## config.mk

```make
export PLATFORM = sky130hd
export DESIGN_NAME = mem_port_arbiter
export DESIGN_NICKNAME = d
export VERILOG_FILES = /design/src/rtl/mem_port_arbiter.sv
export SDC_FILE = /design/constraint.sdc
export NUM_CORES = 1
export LEC_CHECK = 0
export BUFFER_PORTS_ARGS = -buffer_cell sky130_fd_sc_hd__clkbuf_2
export CORE_MARGIN = 5
export CORE_UTILIZATION = 48
export DETAILED_ROUTE_END_ITERATION = 8
export HOLD_SLACK_MARGIN = 0.06
export PLACE_DENSITY = 0.87
export SKIP_LAST_GASP = 1
export SYNTH_ARGS = -nofsm -noshare
export SYNTH_HDL_FRONTEND = slang
export SYNTH_SLANG_ARGS = --single-unit
export TNS_END_PERCENT = 50
```

## constraint.sdc

```tcl
create_clock -name clka -period 10 [get_ports clka]
set_input_delay 2 -clock clka [delete_from_list [all_inputs] [get_ports clka]]
set_output_delay 2 -clock clka [all_outputs]
set_load 0.005 [all_outputs]
```

## src/rtl/mem_port_arbiter.sv

```systemverilog
// Arbitrates one external memory port between instruction fetch and load/store requesters.
// Optional REQ/WAIT timeout with bus_err pulse is enabled by defining MEM_PORT_ARB_TIMEOUT_EN.
module mem_port_arbiter #(
  parameter int STARVE_LIMIT = 4,
  parameter int TIMEOUT      = 255
) (
  input  logic        clka,
  input  logic        rst,
  input  logic        inst_req,
  input  logic [31:0] inst_addr,
  output logic [31:0] inst_rdata,
  output logic        inst_ack,
  input  logic        data_req,
  input  logic        data_wr,
  input  logic [31:0] data_addr,
  input  logic [31:0] data_wdata,
  input  logic [3:0]  data_wstrb,
  output logic [31:0] data_rdata,
  output logic        data_ack,
  output logic        mem_req,
  output logic        mem_wr,
  output logic [31:0] mem_addr,
  output logic [31:0] mem_wdata,
  output logic [3:0]  mem_wstrb,
  input  logic        mem_gnt,
  input  logic        mem_rvalid,
  input  logic [31:0] mem_rdata,
  output logic        inst_stall,
  output logic        data_stall,
  output logic        bus_err
);

  localparam int SW = $clog2(STARVE_LIMIT + 1);
  localparam logic [SW-1:0] STARVE_MAX = SW'(STARVE_LIMIT);

  typedef enum logic [1:0] {IDLE, REQ, WAIT, DONE} state_t;

  state_t        state;
  logic          owner_data;
  logic [SW-1:0] starve_cnt;
  logic          grant_data;
  logic          fin;
  logic [31:0]   fin_rdata;

  // Data wins unless fetch has already been passed over STARVE_LIMIT times in a row.
  assign grant_data = data_req & (~inst_req | (starve_cnt != STARVE_MAX));

  assign inst_stall = inst_req & ~inst_ack & ~rst;
  assign data_stall = data_req & ~data_ack & ~rst;

`ifdef MEM_PORT_ARB_TIMEOUT_EN
  localparam int TW = $clog2(TIMEOUT + 1);
  localparam logic [TW-1:0] TO_MAX = TW'(TIMEOUT);

  logic [TW-1:0] to_cnt;
  logic          to_hit;

  assign to_hit = ((state == REQ) || (state == WAIT)) && (to_cnt == TO_MAX);

  always_ff @(posedge clka or posedge rst) begin
    if (rst) begin
      to_cnt  <= '0;
      bus_err <= 1'b0;
    end else begin
      bus_err <= to_hit;
      if (state == IDLE)
        to_cnt <= '0;
      else if ((state == REQ) || (state == WAIT))
        to_cnt <= to_cnt + 1'b1;
    end
  end
`else
  logic unused_timeout;
  assign unused_timeout = (TIMEOUT != 0);
  assign bus_err = 1'b0;
`endif

  // Completion of the latched transaction: a real response, or an aborted one.
  always_comb begin
    fin       = 1'b0;
    fin_rdata = mem_rdata;
    if ((state == WAIT) && mem_rvalid)
      fin = 1'b1;
`ifdef MEM_PORT_ARB_TIMEOUT_EN
    if (to_hit) begin
      fin       = 1'b1;
      fin_rdata = 32'hDEADBEEF;
    end
`endif
  end

  always_ff @(posedge clka or posedge rst) begin
    if (rst) begin
      state      <= IDLE;
      owner_data <= 1'b0;
      starve_cnt <= '0;
      mem_req    <= 1'b0;
      mem_wr     <= 1'b0;
      mem_addr   <= '0;
      mem_wdata  <= '0;
      mem_wstrb  <= '0;
      inst_ack   <= 1'b0;
      data_ack   <= 1'b0;
      inst_rdata <= '0;
      data_rdata <= '0;
    end else begin
      inst_ack <= 1'b0;
      data_ack <= 1'b0;
      case (state)
        IDLE: begin
          if (inst_req | data_req) begin
            owner_data <= grant_data;
            mem_req    <= 1'b1;
            mem_wr     <= grant_data & data_wr;
            mem_addr   <= grant_data ? data_addr : inst_addr;
            mem_wdata  <= grant_data ? data_wdata : '0;
            mem_wstrb  <= (grant_data && data_wr) ? data_wstrb : 4'b0000;
            if (!grant_data)
              starve_cnt <= '0;
            else if (inst_req && (starve_cnt != STARVE_MAX))
              starve_cnt <= starve_cnt + 1'b1;
            state <= REQ;
          end
        end
        REQ: begin
          if (!fin && mem_gnt) begin
            mem_req <= 1'b0;
            state   <= WAIT;
          end
        end
        DONE:    state <= IDLE;
        default: ;
      endcase
      // Ack goes to the latched owner even if its request has since been dropped.
      if (fin) begin
        mem_req <= 1'b0;
        state   <= DONE;
        if (owner_data) begin
          data_ack   <= 1'b1;
          data_rdata <= fin_rdata;
        end else begin
          inst_ack   <= 1'b1;
          inst_rdata <= fin_rdata;
        end
      end
    end
  end

endmodule
```

==> results of run 1 <==
## metal layers
metal | up-vias | part of all wire (%) | global-route usage, %
li1 | 2197 | - | -
met1 | 2383 | 37 | 27.1
met2 | 275 | 51 | 38.8
met3 | 33 | 10 | 9.10
met4 | 0 | 2.2 | 8.02
met5 | - | 0 | 0
## kinds of logic (layout without fill, tap and decap cells)
| kind of cell | after synthesis | in the layout | share of synthesized area [%] |
|---|---|---|---|
| buf+inv | 47 | 319 | 4.09 |
| mux | 65 | 65 | 12.7 |
| simple gates | 57 | 57 | 5.55 |
| other cells | 1 | 1 | 0.0649 |
| compound gates | 142 | 142 | 15.7 |
| fa+ha+maj | 2 | 2 | 0.433 |
| flops | 142 | 142 | 61.5 |
## report_power, final
part           total (mW)  internal, mW  switching [mW]
Sequential           1.03         0.856           0.175
Clock               0.705         0.455           0.250
Combinational       0.856         0.434           0.423
## final cells by class
class                      instances  area (µm²)  share of cell area (%)
sequential                       142        3550                    45.4
clock buffer                      18         439                    5.61
clock inverter                    14         226                    2.89
tap                              147         184                    2.35
multi-input combinational        267        1990                    25.3
inverter                           6        27.5                   0.351
timing repair buffer             281        1420                    18.1
## cells in the final DEF, fill, tap and decap left out, types with 2 or more instances in the layout
master     instances
a31oi_1           33
clkbuf_2         276
mux2_2            43
inv_6              6
a21o_1             2
and3_1             2
nand2_1            5
ha_1               2
a22o_1            33
bufinv_16          5
nand3_1           35
nor2b_1            3
dfrtp_1          142
nand2b_1           2
buf_4              5
mux2_1            21
a32o_1             4
inv_1              5
o21ai_0           36
clkbuf_16         17
a21oi_1           32
## registers in the layout, indices dropped and copies added, names as in the netlist
signal,cells
mem_req,1
data_ack,1
state,2
mem_addr,32
owner_data,1
mem_wstrb,4
starve_cnt,3
mem_wr,1
inst_rdata,32
data_rdata,32
mem_wdata,32
inst_ack,1
## worst min path at each step
stage / startpoint / to / slack [ns] / cells past startpoint
after floorplan: starve_cnt[1] / starve_cnt[1] / 0.47 / 2
after global placement: inst_rdata[7] / inst_rdata[7] / 0.47 / 1
after detailed placement: inst_rdata[21] / inst_rdata[21] / 0.48 / 1
after CTS: inst_rdata[21] / inst_rdata[21] / 0.49 / 1
after global routing: inst_rdata[7] / inst_rdata[7] / 0.51 / 1
final: inst_rdata[21] / inst_rdata[21] / 0.48 / 1
## through the flow
stage | hold WS (ns) | std cells | worst slack [ns] | total power [mW]
floorplan | 0.474 | 456 | 4.19 | 1.47
global placement | 0.467 | 843 | 4.42 | 1.84
detailed placement | 0.475 | 843 | 4.39 | 1.90
CTS | 0.489 | 875 | 4.40 | 2.62
global route | 0.506 | 875 | 4.18 | 2.76
finish | 0.484 | 875 | 4.35 | 2.59
==> results.toml, run 1 <==
[yosys]
yosys-top-cells-count = "142 x dfrtp_1, 43 x mux2_2, 36 x o21ai_0"
synth_area_per_cell_um2 = 12.7
syn_area_mm2 = 0.00578
ys_seq_area_share_pct = 61.5
ys_ff_latch = 142
synth_top_area_share_pct = 61.5
syn_inst = 456
synthesis.nets = 597
synthFlopType = "dfrtp_1"
synthTopCellsByArea = "dfrtp_1 62%, mux2_2 8.4%, a22o_1 5.0%"
yosysMostFrequentCell = "dfrtp_1"
synth_cell_types = 34
synth_enable_flop_cells = 0
post-synth-top-area-cell = "dfrtp_1"
synth-async-reset-ratio_pct = 100
ys.warnings.count = 0

[critical_path]
crit_arrival_ns = 3.65
crit_path_max_fanout = 36
crit_family = "buffers and inverters"
path_class = "in2out"
cp_slowest_cell = "inv_1"
worstPathRequired_ns = 8.00
reg2reg_slack_ns = 7.16
endpoint_kind = "primary output"
endpoint = "data_stall"
rr_startpoint = "starve_cnt[0]"
reg2reg_depth = 6
start_kind = "primary input"
path_buf_inv = 3
crit_top_cell = "clkbuf_2"
crit_chain = "clkbuf_2, inv_1, nor3_1, clkbuf_2"
max_stage_delay_ns = 0.63
startpoint = "data_req"
r2r_end = "mem_wstrb[1]"
path_depth = 4

[global_route]
grt_pass1_vias = 5117
grt_usage_pct = 23.1
grt_pass1_wl_mm = 26.4
antenna_found_initial = 0
grt-ovfl-total = 0
grt_max_degree = 94

[final_layout]
diodes = 0
syn2layout_area_growth_pct = 35.7
fin_area_mm2 = 0.00784
fillers = 916
drive_above_1_share_pct = 49.5
nets = 856
final_util_pct = 65.8

[sta]
fin_crit_sh_pct = 56.5
timing.slew.headroom_pct = 10.6
clock_skew_ns = 0.00663
drv_slew = 0
fmax_ghz = 0.177
setup_viol = 0
rsz0062_at_grt = "false"
final.setup.tns_ns = 0
tightest_slew_ns = 1.34
finalCriticalPeriod_ns = 5.65
final_hold_viol_count = 0

[die]
die_h_um = 120
io_pins = 278
die_w_um = 120
die_area_mm2 = 0.0143
std_cell_rows = 40
core_mm2 = 0.0119
start_util_pct = 48.5

[status]
outcome = "completed"

[clock_tree]
post_cts_buffers = 0
clk_latency_ns = 0.41
cts_tree = "built"
cts_max_path_buffers = 2
clkSlewWorstSetupHoldPaths_ns = 0.06
cts.htree.levels = 4
cts_buffers = 17
cts_hold_buf = 0
clockRootBuffer = "clkbuf_16"
ctsResizeCount = 0
cts_sinks = 142

[power]
vdd_drop_max_v = 0.000180
p_leak_nw = 3.98
p_per_area_mw_per_mm2 = 331

[routing]
avgViaCountPerCell = 5.59
postRouteAntennaNets = 0
drc = 0
drt_iter0_drc = 405
wl_per_cell_um = 18.8
wirelength_mm = 16.5
vias = 4888
drt_pass1_iterations = 6

[worst_hold_path]
hp-class = "reg2reg"

[place]
dpl.hpwl_mm = 11.7
portBuffers = 276
place_area_mm2 = 0.00717
routabilityCongestion = 0.834

[job]
maxCapViolCount = 0
(Power assumes the default switching activity.)
==> run 2: changes to the inputs <==
--- a/config.mk
+++ b/config.mk
@@ -7,10 +7,10 @@
 export LEC_CHECK = 0
 export BUFFER_PORTS_ARGS = -buffer_cell sky130_fd_sc_hd__clkbuf_2
 export CORE_MARGIN = 5
-export CORE_UTILIZATION = 48
+export CORE_UTILIZATION = 46
 export DETAILED_ROUTE_END_ITERATION = 8
 export HOLD_SLACK_MARGIN = 0.06
-export PLACE_DENSITY = 0.87
+export PLACE_DENSITY = 0.84
 export SKIP_LAST_GASP = 1
 export SYNTH_ARGS = -nofsm -noshare
 export SYNTH_HDL_FRONTEND = slang
==> constraint.sdc (replaced) <==
create_clock -name clka -period 5.3 [get_ports clka]
set_input_delay 1.06 -clock clka [delete_from_list [all_inputs] [get_ports clka]]
set_output_delay 1.06 -clock clka [all_outputs]
set_load 0.005 [all_outputs]
==> run 2 against run 1 <==
  * Largest power group unchanged
  * Register-to-register slack got worse by 4.7 ns
  * Design area decreased by 0.57%
  * Clock power increased by 63%
  * First-iteration DRC count decreased by 44%
  * Critical path type unchanged
  * Critical endpoint unchanged
==> results.toml, run 2 (synthesis results as in run 1) <==
[clock_tree]
post_cts_buffers = 0
cts_buffers = 17
clockRootBuffer = "clkbuf_16"
cts.htree.levels = 4
cts_max_path_buffers = 2
clk_latency_ns = 0.41
ctsResizeCount = 0
cts_tree = "built"
cts_sinks = 142
clkSlewWorstSetupHoldPaths_ns = 0.05
cts_hold_buf = 0

[critical_path]
max_stage_delay_ns = 0.62
crit_top_cell = "clkbuf_2"
r2r_end = "mem_wstrb[2]"
endpoint_kind = "primary output"
crit_chain = "clkbuf_2, inv_1, nor3_1, clkbuf_2"
cp_slowest_cell = "inv_1"
crit_arrival_ns = 2.71
reg2reg_slack_ns = 2.49
start_kind = "primary input"
worstPathRequired_ns = 4.24
rr_startpoint = "starve_cnt[0]"
reg2reg_depth = 6
crit_path_max_fanout = 36
path_class = "in2out"

[global_route]
antenna_found_initial = 1
grt_usage_pct = 21.4
grt_pass1_vias = 5084
grt-ovfl-total = 0
grt_max_degree = 102
grt_pass1_wl_mm = 25.3

[die]
start_util_pct = 46.3
die_area_mm2 = 0.0149
die_w_um = 122
core_mm2 = 0.0125
std_cell_rows = 41
io_pins = 278
die_h_um = 122

[sta]
final_hold_viol_count = 0
layout_setup_ws_ns = 1.53
hold-worst-slack_ns = 0.485
drv_slew = 0
clock_skew_ns = 0.00981
rsz0062_at_grt = "false"
tightest_slew_ns = 1.28
fmax_ghz = 0.266
final.setup.tns_ns = 0
setup_viol = 0
finalCriticalPeriod_ns = 3.77
timing.slew.headroom_pct = 14.5
fin_crit_sh_pct = 71.0

[final_layout]
drive_above_1_share_pct = 49.2
diodes = 0
fin_area_mm2 = 0.00779
final_util_pct = 62.5
final_cells = 901
nets = 857
syn2layout_area_growth_pct = 34.9
mostFrequentLayoutCells = "276 x clkbuf_2, 142 x dfrtp_1, 43 x mux2_2"
layout_commonest_cell = "clkbuf_2"

[power]
vdd_drop_max_v = 0.000365
p_per_area_mw_per_mm2 = 603
p_leak_nw = 3.94
total_power_mw = 4.70

[place]
routabilityCongestion = 0.854
pre_cts_slack_ns = 1.42
place_area_mm2 = 0.00721
numPlacedInstances = 869
portBuffers = 276
dpl.hpwl_mm = 11.8

[routing]
postRouteAntennaNets = 0
drt_iter0_drc = 225
vias = 4873
drc = 0
drt_pass1_iterations = 4
avgViaCountPerCell = 5.41
wirelength_mm = 16.1
wl_per_cell_um = 17.8

[job]
maxCapViolCount = 0

[worst_hold_path]
hp-class = "reg2reg"
min_to = "inst_rdata[25]"
whs_path_depth = 1
min_from = "inst_rdata[25]"

[status]
outcome = "completed"
==> run 2: worst max-delay path, delay by kind of cell <==
kind	cells	cell delay, ns
buf+inv	3	1.31
simple gates	1	0.32
==> run 2: cell type report <==
class,count,area (µm²)
clock buffer,24,502
sequential,142,3550
tap,172,215
timing repair buffer,282,1430
inverter,6,27.5
multi-input combinational,267,1990
clock inverter,8,80.1
fill,992,4680
==> run 2: power breakdown <==
group | switching, mW | leakage, nW | internal, mW
Sequential | 0.332 | 1.73 | 1.62
Combinational | 0.785 | 1.92 | 0.819
Clock | 0.440 | 0.279 | 0.709
Total | 1.56 | 3.94 | 3.14
==> run 2: routing by layer <==
metal	global-route usage, %	up-vias	part of all wire [%]
met4	9.03	2	2.3
li1	-	2193	-
met3	7.99	40	10
met5	0	-	0.069
met2	35.2	278	50
met1	25.3	2360	37
==> run 2: worst max-delay path by stage <==
stage	start	endpoint	cells past startpoint
final	data_req	data_stall	4
after floorplan	rst	data_ack	1
after detailed placement	data_req	mem_wstrb[2]	4
after global routing	data_req	data_stall	4
after global placement	data_req	mem_wstrb[0]	4
after CTS	data_req	data_stall	4
==> run 3: changes to the inputs <==
==> constraint.sdc (replaced) <==
create_clock -name clka -period 3.82 [get_ports clka]
set_input_delay 0.764 -clock clka [delete_from_list [all_inputs] [get_ports clka]]
set_output_delay 0.764 -clock clka [all_outputs]
set_load 0.005 [all_outputs]
==> run 3 against run 2 <==
  * Hold slack improved by 0.00089 ns
  * Wire length increased by 3.3%
  * Via count decreased by 0.37%
  * Clock power increased by 37%
  * Design area increased by 0.27%
  * First-iteration DRC count increased by 20%
  * Sequential share of layout area decreased by 0.12 points
  * Critical path depth unchanged
  * Largest cell class unchanged
==> results.toml, run 3 (synthesis results as in run 1) <==
[routing]
m1WireLength_mm = 6.02
drt_iter0_drc = 270
vias = 4855
postRouteAntennaNets = 0
wl_per_cell_um = 18.4
wirelength_mm = 16.6
maxUsedRoutingLayer = "met4"
wl_met3_mm = 1.57
drc = 0
avgViaCountPerCell = 5.38
wl_met2_mm = 8.70
drt_pass1_iterations = 4

[final_layout]
fin_area_mm2 = 0.00781
multiInputGateArea_mm2 = 0.00199
diodes = 0
syn2layout_area_growth_pct = 35.2
mostFrequentLayoutCells = "276 x clkbuf_2, 142 x dfrtp_1, 43 x mux2_2"
regArea_mm2 = 0.00355
final_util_pct = 62.7
fillers = 976
nets = 861
drive_above_1_share_pct = 49.5
final_cells = 903
layout_commonest_cell = "clkbuf_2"

[critical_path]
crit_path_max_fanout = 36
start_kind = "primary input"
path_class = "in2out"
reg2reg_depth = 4
crit_arrival_ns = 1.93
crit_top_cell = "clkbuf_2"
endpoint_kind = "primary output"
worstPathRequired_ns = 3.06
rr_startpoint = "state[0]"
max_stage_delay_ns = 0.57
crit_chain = "clkbuf_2, inv_1, nor3_1, clkbuf_2"
startpoint = "data_req"
cp_slowest_cell = "clkbuf_2"

[global_route]
grt_usage_pct = 22.2
grt_max_degree = 87
grt_pass1_vias = 5139
grt_pass1_wl_mm = 25.9
antenna_found_initial = 0
grt-ovfl-total = 0

[die]
die_w_um = 122
die_area_mm2 = 0.0149
start_util_pct = 46.3
core_mm2 = 0.0125
io_pins = 278
die_h_um = 122
std_cell_rows = 41

[worst_hold_path]
whs_path_depth = 1
min_from = "inst_rdata[4]"
hp-class = "reg2reg"

[sta]
hold-worst-slack_ns = 0.486
drv_slew = 0
fin_crit_sh_pct = 70.5
timing.slew.headroom_pct = 21.6
clock_skew_ns = 0.00561
setup_viol = 0
fmax_ghz = 0.371
rsz0062_at_grt = "false"
tightest_slew_ns = 1.18
final_hold_viol_count = 0
finalCriticalPeriod_ns = 2.69
final.setup.tns_ns = 0

[clock_tree]
clkSlewWorstSetupHoldPaths_ns = 0.06
cts_tree = "built"
post_cts_buffers = 0
cts.htree.levels = 4
cts_hold_buf = 0
clk_latency_ns = 0.41
cts_buffers = 17
cts_sinks = 142
cts_max_path_buffers = 2
clockRootBuffer = "clkbuf_16"
ctsResizeCount = 0

[power]
p_per_area_mw_per_mm2 = 837
p_leak_nw = 3.94
vdd_drop_max_v = 0.000437

[place]
portBuffers = 276
routabilityCongestion = 0.851
dpl.hpwl_mm = 11.8
place_area_mm2 = 0.00725
numPlacedInstances = 873

[job]
maxCapViolCount = 0

[status]
outcome = "completed"
[run 3: through the flow]
step                      power [mW]  setup slack, ns
final                           6.53             1.13
after global routing            6.97             1.04
after CTS                       6.60             1.17
after detailed placement        4.99            0.899
after global placement          4.83             1.06
after floorplan                 3.86             1.28
[run 3: layer usage]
metal	global-route usage (%)	vias up
met1	25.1	2374
li1	-	2195
met2	38.4	259
met3	7.61	27
met4	9.38	0
met5	0	-
[run 3: where the power goes]
part / switching [mW] / internal [mW]
combinational: 1.12 / 1.15
clock: 0.601 / 0.967
sequential: 0.453 / 2.24
[run 3: layout make-up]
| cell class | instances | share of cell area (%) |
|---|---|---|
| clock inverters | 11 | 1.52 |
| well taps | 172 | 2.76 |
| flip-flops and latches | 142 | 45.5 |
| clock buffers | 19 | 5.67 |
| multi-input cells | 267 | 25.4 |
| repair buffers | 286 | 18.8 |
| inverters | 6 | 0.336 |
[run 3: critical path: cells and delay by family]
family,cells,cell delay (ns)
AND/OR/NAND/NOR,1,0.27
buffers and inverters,3,0.89
[run 3: path summary, 6_finish.rpt]
kind	end	slack (ns)
max	data_stall	1.13
min	inst_rdata[4]	0.49
max reg2reg	mem_addr[10]	1.48
min reg2reg	inst_rdata[4]	0.49
max in group asynchronous	inst_rdata[24]	2.33
min in group asynchronous	mem_addr[4]	0.56
